[src/rtl/seq_detect_ctrl.sv]
// seq_detect_ctrl: feeds parallel words MSB-first into a serial 1011
// detector, counts its matches and ends a run on a match limit or stop.
module seq_detect_ctrl #(
    parameter int WIDTH = 8,
    parameter int CNT_W = 8
) (
    input  logic             clk,
    input  logic             clr,
    input  logic             start,
    input  logic             stop,
    input  logic [CNT_W-1:0] match_limit,
    input  logic             word_valid,
    input  logic [WIDTH-1:0] word_data,
    output logic             word_ready,
    output logic             det_clr,
    output logic             det_in,
    input  logic             det_out,
    output logic             busy,
    output logic             done,
    output logic [CNT_W-1:0] match_cnt,
    output logic             underrun
);

    localparam int BW = (WIDTH > 1) ? $clog2(WIDTH) : 1;
    localparam logic [BW-1:0] LAST_IDX = BW'(WIDTH - 1);

    typedef enum logic [1:0] {
        S_IDLE,
        S_WAIT,
        S_SHIFT,
        S_DONE
    } state_t;

    state_t           state_q;
    logic [WIDTH-1:0] sh_q;
    logic [BW-1:0]    bidx_q;
    logic [WIDTH-1:0] hold_q;
    logic             hold_full_q;
    logic [CNT_W-1:0] lim_q;
    logic [CNT_W-1:0] cnt_q;
    logic [CNT_W-1:0] cnt_d;
    logic [CNT_W-1:0] cnt_inc;
    logic             und_q;
    logic             busy_q;
    logic             done_q;
    logic             det_clr_q;
    logic             accept;
    logic             limit_hit;

    // Match counter next value, saturating at all-ones, and limit detection.
    always_comb begin
        cnt_inc   = cnt_q + 1'b1;
        cnt_d     = cnt_q;
        if (det_out && (cnt_q != '1)) begin
            cnt_d = cnt_inc;
        end
        limit_hit = det_out && (lim_q != '0) && (cnt_inc == lim_q);
    end

    assign word_ready = busy_q && !hold_full_q;
    assign accept     = word_valid && word_ready;
    assign det_in     = (state_q == S_SHIFT) && sh_q[WIDTH-1];
    assign det_clr    = det_clr_q;
    assign busy       = busy_q;
    assign done       = done_q;
    assign match_cnt  = cnt_q;
    assign underrun   = und_q;

    // Run sequencer: word intake, serialization, counting and run end.
    always_ff @(posedge clk or posedge clr) begin
        if (clr) begin
            state_q     <= S_IDLE;
            sh_q        <= '0;
            bidx_q      <= '0;
            hold_q      <= '0;
            hold_full_q <= 1'b0;
            lim_q       <= '0;
            cnt_q       <= '0;
            und_q       <= 1'b0;
            busy_q      <= 1'b0;
            done_q      <= 1'b0;
            det_clr_q   <= 1'b1;
        end else begin
            done_q <= 1'b0;
            if (accept) begin
                hold_q      <= word_data;
                hold_full_q <= 1'b1;
            end
            unique case (state_q)
                S_IDLE: begin
                    if (start) begin
                        state_q     <= S_WAIT;
                        busy_q      <= 1'b1;
                        cnt_q       <= '0;
                        und_q       <= 1'b0;
                        hold_full_q <= 1'b0;
                        lim_q       <= match_limit;
                    end
                end
                S_WAIT, S_SHIFT: begin
                    if (stop) begin
                        state_q     <= S_IDLE;
                        busy_q      <= 1'b0;
                        det_clr_q   <= 1'b1;
                        hold_full_q <= 1'b0;
                    end else if (limit_hit) begin
                        state_q     <= S_DONE;
                        busy_q      <= 1'b0;
                        done_q      <= 1'b1;
                        det_clr_q   <= 1'b1;
                        hold_full_q <= 1'b0;
                        cnt_q       <= lim_q;
                    end else begin
                        cnt_q <= cnt_d;
                        if (state_q == S_WAIT) begin
                            if (hold_full_q) begin
                                sh_q        <= hold_q;
                                bidx_q      <= LAST_IDX;
                                hold_full_q <= 1'b0;
                                state_q     <= S_SHIFT;
                                det_clr_q   <= 1'b0;
                            end
                        end else begin
                            sh_q   <= {sh_q[WIDTH-2:0], 1'b0};
                            bidx_q <= bidx_q - 1'b1;
                            if (bidx_q == '0) begin
                                if (hold_full_q) begin
                                    sh_q        <= hold_q;
                                    bidx_q      <= LAST_IDX;
                                    hold_full_q <= 1'b0;
                                end else begin
                                    state_q   <= S_WAIT;
                                    det_clr_q <= 1'b1;
                                    und_q     <= 1'b1;
                                end
                            end
                        end
                    end
                end
                S_DONE: begin
                    state_q <= S_IDLE;
                end
                default: begin
                    state_q <= S_IDLE;
                end
            endcase
        end
    end

endmodule

[config.mk]
export PLATFORM = sky130hd
export DESIGN_NAME = seq_detect_ctrl
export DESIGN_NICKNAME = d
export VERILOG_FILES = /design/src/rtl/seq_detect_ctrl.sv
export SDC_FILE = /design/constraint.sdc
export NUM_CORES = 1
export LEC_CHECK = 0
export BUFFER_PORTS_ARGS = -buffer_cell sky130_fd_sc_hd__buf_2
export CAP_MARGIN = 20
export CORE_MARGIN = 4
export CORE_UTILIZATION = 30
export DETAILED_ROUTE_END_ITERATION = 16
export RECOVER_POWER = 100
export SETUP_SLACK_MARGIN = 0.5
export SYNTH_ARGS = -nofsm -noshare
export SYNTH_HDL_FRONTEND = slang
export SYNTH_SLANG_ARGS = --single-unit
[constraint.sdc]
create_clock -name clk -period 3.3 [get_ports clk]
set_input_delay 0.33 -clock clk [delete_from_list [all_inputs] [get_ports clk]]
set_output_delay 0.33 -clock clk [all_outputs]
set_load 0.05 [all_outputs]
-- Word level (Yosys, flattened, before mapping)
Index checks and enable logic that the tools add are counted.
W data, S select, Z words.
- register bits after elaboration: 42
- bits in latches: 0
- memory bits (writable): 0
- ROM bits: 0
- word-level logic and storage cells: 101
- memories kept: 0
- add/subtract/negate cells: 2
- multiply operators: 0
- div/mod/pow operators: 0
- $lt $le $gt $ge: 0
- equal/unequal tests: 19
- shift operators: 0
- muxes and demuxes: 47
- bitwise gates (word level): 2
- reduce and logical (&&, ||, !) cells: 20
- operators with widths (kind ; number):
    $mux W8 ; 8
    $mux W1 ; 23
    $pmux W8 S2 ; 1
    $reduce_and A4 Y1 ; 4
    $ne A5 B5 Y1 const B ; 3
    $mux W2 ; 7
    $ne A2 B2 Y1 const B ; 7
    $mux W3 ; 4
    $add A8 B1 Y8 const B ; 1
    $eq A8 B8 Y1 ; 1
    $ne A8 B8 Y1 const B ; 1
    $reduce_bool A8 Y1 ; 1
    $reduce_and A7 Y1 ; 1
    $logic_and A1 B1 Y1 ; 6
    $ne A3 B3 Y1 const B ; 2
    $pmux W1 S2 ; 3
    $pmux W2 S3 ; 1
    $eq A2 B2 Y1 const B ; 2
    $ne A4 B2 Y1 const B ; 1
    $ne A4 B4 Y1 const B ; 1
    $reduce_bool A4 Y1 ; 1
    $logic_not A3 Y1 ; 1
    $reduce_and A3 Y1 ; 1
    $sub A3 B1 Y3 const B ; 1
    7 further kinds ; 8

-- Depth between registers and ports, before layout
- word-level depth: 10
- gate-level depth with buffers: 9
- depth with buffers taken out: 8

-- Worst setup path before layout
No wires, ideal clock.
- kind: register to register
- start: register cnt_q[0] (netlist: match_cnt[0])
- end: register bidx_q[0]
- library setup time: 125 ps
- arrival: 2528 ps
- data required time: 3175 ps
- setup slack: 647 ps
- stages on the path, launching flop included: 10
- buffers on the path: 2
- period minus slack after synthesis: 2653 ps
- cells stage by stage: dfrtp_1 > ha_1 > clkbuf_1 > nor2b_1 > or3_1 > a31oi_1 > and4_4 > or3_4 > buf_6 > mux2_4
- word-level cells in the longest chain between the ends: 5
- ends and longest elaborated chain (item ; RTL line ; text):
    from (decl) ; 40 ; logic [CNT_W-1:0] cnt_q;
    from (signal assigned) ; 112 ; cnt_q <= lim_q;
    from (signal assigned) ; 114 ; cnt_q <= cnt_d;
    $add A8 B1 Y8 ; 52 ; cnt_inc = cnt_q + 1'b1;
    $eq A8 B8 Y1 ; 57 ; limit_hit = det_out && (lim_q != '0) && (cnt_inc == lim_q);
    $logic_and A1 B1 Y1 ; 57 ;
    $not A1 Y1 (no source line) ; -- ;
    $reduce_and A4 Y1 (no source line) ; -- ;
    to (signal assigned) ; 125 ; bidx_q <= bidx_q - 1'b1;
    to (decl) ; 36 ; logic [BW-1:0] bidx_q;
No other way between the ends.
A chain may end at the register's enable or synchronous reset.

-- Final worst setup path
- start: register cnt_q[0] (netlist: match_cnt[0])
- end: register sh_q[0]
- word-level cells in the longest chain between the ends: 5
- ends and longest elaborated chain (item ; RTL line ; text):
    $add A8 B1 Y8 ; 52 ;
    $eq A8 B8 Y1 ; 57 ;
    $logic_and A1 B1 Y1 ; 57 ;
    $not A1 Y1 (no source line) ; -- ;
    $reduce_and A4 Y1 (no source line) ; -- ;
    to (signal assigned) ; 117 ; sh_q <= hold_q;
    to (signal assigned) ; 124 ; sh_q <= {sh_q[WIDTH-2:0], 1'b0};
    to (signal assigned) ; 128 ; sh_q <= hold_q;
    to (decl) ; 35 ; logic [WIDTH-1:0] sh_q;
No other way between the ends.

==> flow_metrics.env <==
export IMPL_num_vias=1890
export IMPL_min_from="word_data[6]"
export IMPL_synth_area_per_cell_um2=10.6
export IMPL_drt_pass1_iter_count=4
export IMPL_drc=0
export IMPL_synth_net_count=263
export IMPL_cts_reportedPaths_clkPinSlew_ps=80
export IMPL_ys_types=53
export IMPL_p_comb_share_pct=46.3
export IMPL_r2r_slack_ps=500
export IMPL_p_int_uw=1470
export IMPL_cts_hold_buf=0
export IMPL_area_growth_pct=12.9
export IMPL_drtAntennaViolNets=0
export IMPL_dpl_hpwl_um=4020
export IMPL_grt_pass1_vias=1931
export IMPL_die_y_um=98.7
export IMPL_ys_warnings_count=0
export IMPL_p_sw_share_pct=42.8
export IMPL_routedWlPerCell_um=15.3
export IMPL_grt_total_usage_pct=11.9
export IMPL_fin_skew_ps=3.85
export IMPL_cap_violations=1
export IMPL_rows=32
export IMPL_failed_checks="max-capacitance violations, max-slew violations"
export IMPL_initial_utilization_pct=31.4
export IMPL_min_period_ps=2800
export IMPL_leakage_uw=0.00117
export IMPL_finalHoldViolations=0
export IMPL_drive_above_1_share_pct=21.8
export IMPL_status="finished with violations"
export IMPL_cp_max_fo=13
export IMPL_endpoint_kind="flop"
export IMPL_power_density_nw_per_um2=920
export IMPL_synth_edff_count=0
export IMPL_n_antenna_cell=0
export IMPL_root_buffer="clkbuf_8"
export IMPL_synth_area_leaders="dfrtp_1 42%, mux2_2 11%, mux2_4 5.5%"
export IMPL_crit_required_ps=3480
export IMPL_portBuffers=35
export IMPL_worstMarginPinSlew_ps=2310
export IMPL_regArea_um2=1050
export IMPL_finalSetupTns_ps=0
export IMPL_yosysSeqAreaShare_pct=42.6
export IMPL_grt_overflow=0
export IMPL_vias_per_cell=5.14
export IMPL_cp_arrival_ps=2970
export IMPL_fp_dieW_um=98.7
export IMPL_finalCritPeriodShare_pct=84.7
export IMPL_grt_max_degree=43
export IMPL_hold_slack_ps=265
export IMPL_async_flop_share_pct=100
export IMPL_gp_congestion=0.904
export IMPL_grt_first_pass_wirelength_um=9550
export IMPL_min_path_type="input pin to flop"
export IMPL_core_area_um2=7850
export IMPL_slew_headroom_pct=-53.9
export IMPL_numCtsBuffers=5
export IMPL_postSynthCellCount=232
export IMPL_p_switching_uw=1100
export IMPL_yosys_area_top_type="dfrtp_1"
export IMPL_die_area_um2=9740
export IMPL_ios=36
export IMPL_multi_input_area_um2=1270
export IMPL_fillers=836
export IMPL_irDropWorstVdd_mv=0.342
export IMPL_cts_buffer_depth=2
export IMPL_wirelength_um=5640
export IMPL_holdPathStages=2
export IMPL_drv_slew=43
export IMPL_reg2reg_from="match_cnt[0]"
export IMPL_r2r_end="sh_q[0]"
export IMPL_setup_viol=0
export IMPL_first_iter_violations=144
export IMPL_min_to="hold_q[6]"
export IMPL_clkLatencyLatePin_ps=290
export IMPL_path_class="flop to flop"
export IMPL_synth_top_area_share_pct=41.6
export IMPL_synth_ff_type="dfrtp_1"
export IMPL_cts_htree_levels=2
export IMPL_startpoint_type="flop"
export IMPL_fin_nets=296
export IMPL_cts_tree="done"
export IMPL_p_clk_share_pct=16.1
export IMPL_antenna_found_initial=0
export IMPL_fmax_mhz=358
export IMPL_p_seq_share_pct=37.6
export IMPL_synth_cell_area_um2=2470
export IMPL_reg2reg_depth=7
export IMPL_clkSinkCount=42
export IMPL_rsz0062_at_grt="false"
export IMPL_synth_seq_cells=42
## power by group through the flow
stage          clock network (uW)  registers (uW)  logic (uW)
3_5_place_dp                    0             973        1270
2_1_floorplan                   0            1040         910
5_1_grt                       450             999        1330
6_report                      413             964        1190
3_3_place_gp                    0             962        1240
4_1_cts                       429             963        1270
## final cells by class
type,instances,area share (%)
timing repair buffer,39,6.47
inverter,11,1.48
tap,102,4.58
clock buffer,5,2.47
sequential,42,37.8
multi-input combinational,166,45.6
clock inverter,3,1.62
## worst max path at each step
stage            startpoint      endpoint  slack [ps]  cells after the start
3_5_place_dp   match_cnt[0]       sh_q[7]         710                      7
6_report       match_cnt[0]       sh_q[0]         500                      7
2_1_floorplan  match_cnt[0]     bidx_q[0]         650                      9
4_1_cts        match_cnt[0]  match_cnt[0]         680                      7
5_1_grt        match_cnt[0]       sh_q[6]         320                      7
3_3_place_gp     state_q[0]  match_cnt[4]         730                      7
## per-stage QoR
step / power, uW / area [um2] / cells / utilization (%) / setup slack, ps
6_report: 2560 / 2790 / 368 / 35.5 / 505
5_1_grt: 2780 / 2790 / 368 / 35.5 / 318
4_1_cts: 2660 / 2830 / 366 / 36.1 / 681
3_5_place_dp: 2240 / 2720 / 358 / 34.6 / 710
3_3_place_gp: 2200 / 2720 / 358 / 34.6 / 735
2_1_floorplan: 1950 / 2470 / 232 / - / 647
## critical path, cell delays in order, from the launching register on
cell and delay (ps):
dfrtp_1 480, ha_2 330, xnor2_1 170, nand3_1 90
nor4b_1 370, and4_1 580, or3_4 320, mux2_1 340
## cells in the final DEF, fill, tap and decap left out, types with 2 or more instances in the layout
master / count
xor2_1: 4
a21oi_1: 13
mux2_1: 10
nand4_1: 3
o211ai_1: 5
o21ai_0: 8
ha_1: 8
nor3b_1: 5
clkbuf_8: 5
nand2_1: 16
nor2_1: 5
and4_1: 3
or3_1: 2
mux2i_1: 2
and2_1: 2
a31oi_1: 5
nor4b_1: 2
a211oi_1: 2
buf_2: 21
nand2b_1: 3
dfrtp_1: 41
clkinvlp_4: 2
nand3_1: 6
inv_1: 11
clkbuf_1: 16
nor2b_1: 8
nor3_1: 3
xnor2_1: 5
mux2_2: 23
## metal layers
metal / vias up / GRT usage [%] / wire length, um
li1: 903 / - / -
met1: 933 / 16.3 / 2670
met2: 46 / 18.3 / 2640
met3: 8 / 3.04 / 220
met4: 0 / 4.52 / 112
met5: - / 0 / 0
## timing repair
| item | in CTS | in global routing |
|---|---|---|
| endpoints found under the setup margin | 0 | 7 |
| setup buffers | 0 | 2 |
| gates resized for setup | 0 | 2 |
## synth_stat cells (all sizes together) (4+ instances only)
cell type / instances
dfrtp: 41
mux2: 33
nand2: 16
a21oi: 13
inv: 11
ha: 9
o21ai: 9
clkbuf: 8
nor2b: 8
nand3: 6
a31oi: 5
buf: 5
nor2: 5
nor3b: 5
o211ai: 5
xnor2: 5
xor2: 4
## registers in the layout, summed over array words and instances, names as in the netlist, 2 cells and up
name,cells
lim_q,8
state_q,2
match_cnt,8
hold_q,8
bidx_q,3
sh_q,8
## cells by family (layout without fill, tap and decap cells)
| group | after synthesis | after routing | synth area share, % |
|---|---|---|---|
| adder cells (fa/ha/maj) | 9 | 9 | 4.56 |
| AND/OR/NAND/NOR | 64 | 64 | 15.0 |
| multiplexers | 35 | 35 | 17.2 |
| flip-flops | 42 | 42 | 42.6 |
| AO/OA/AOI/OAI | 49 | 49 | 12.9 |
| XOR/XNOR | 9 | 9 | 3.19 |
| buffers and inverters | 24 | 58 | 4.46 |
(Power assumes the default switching activity.)
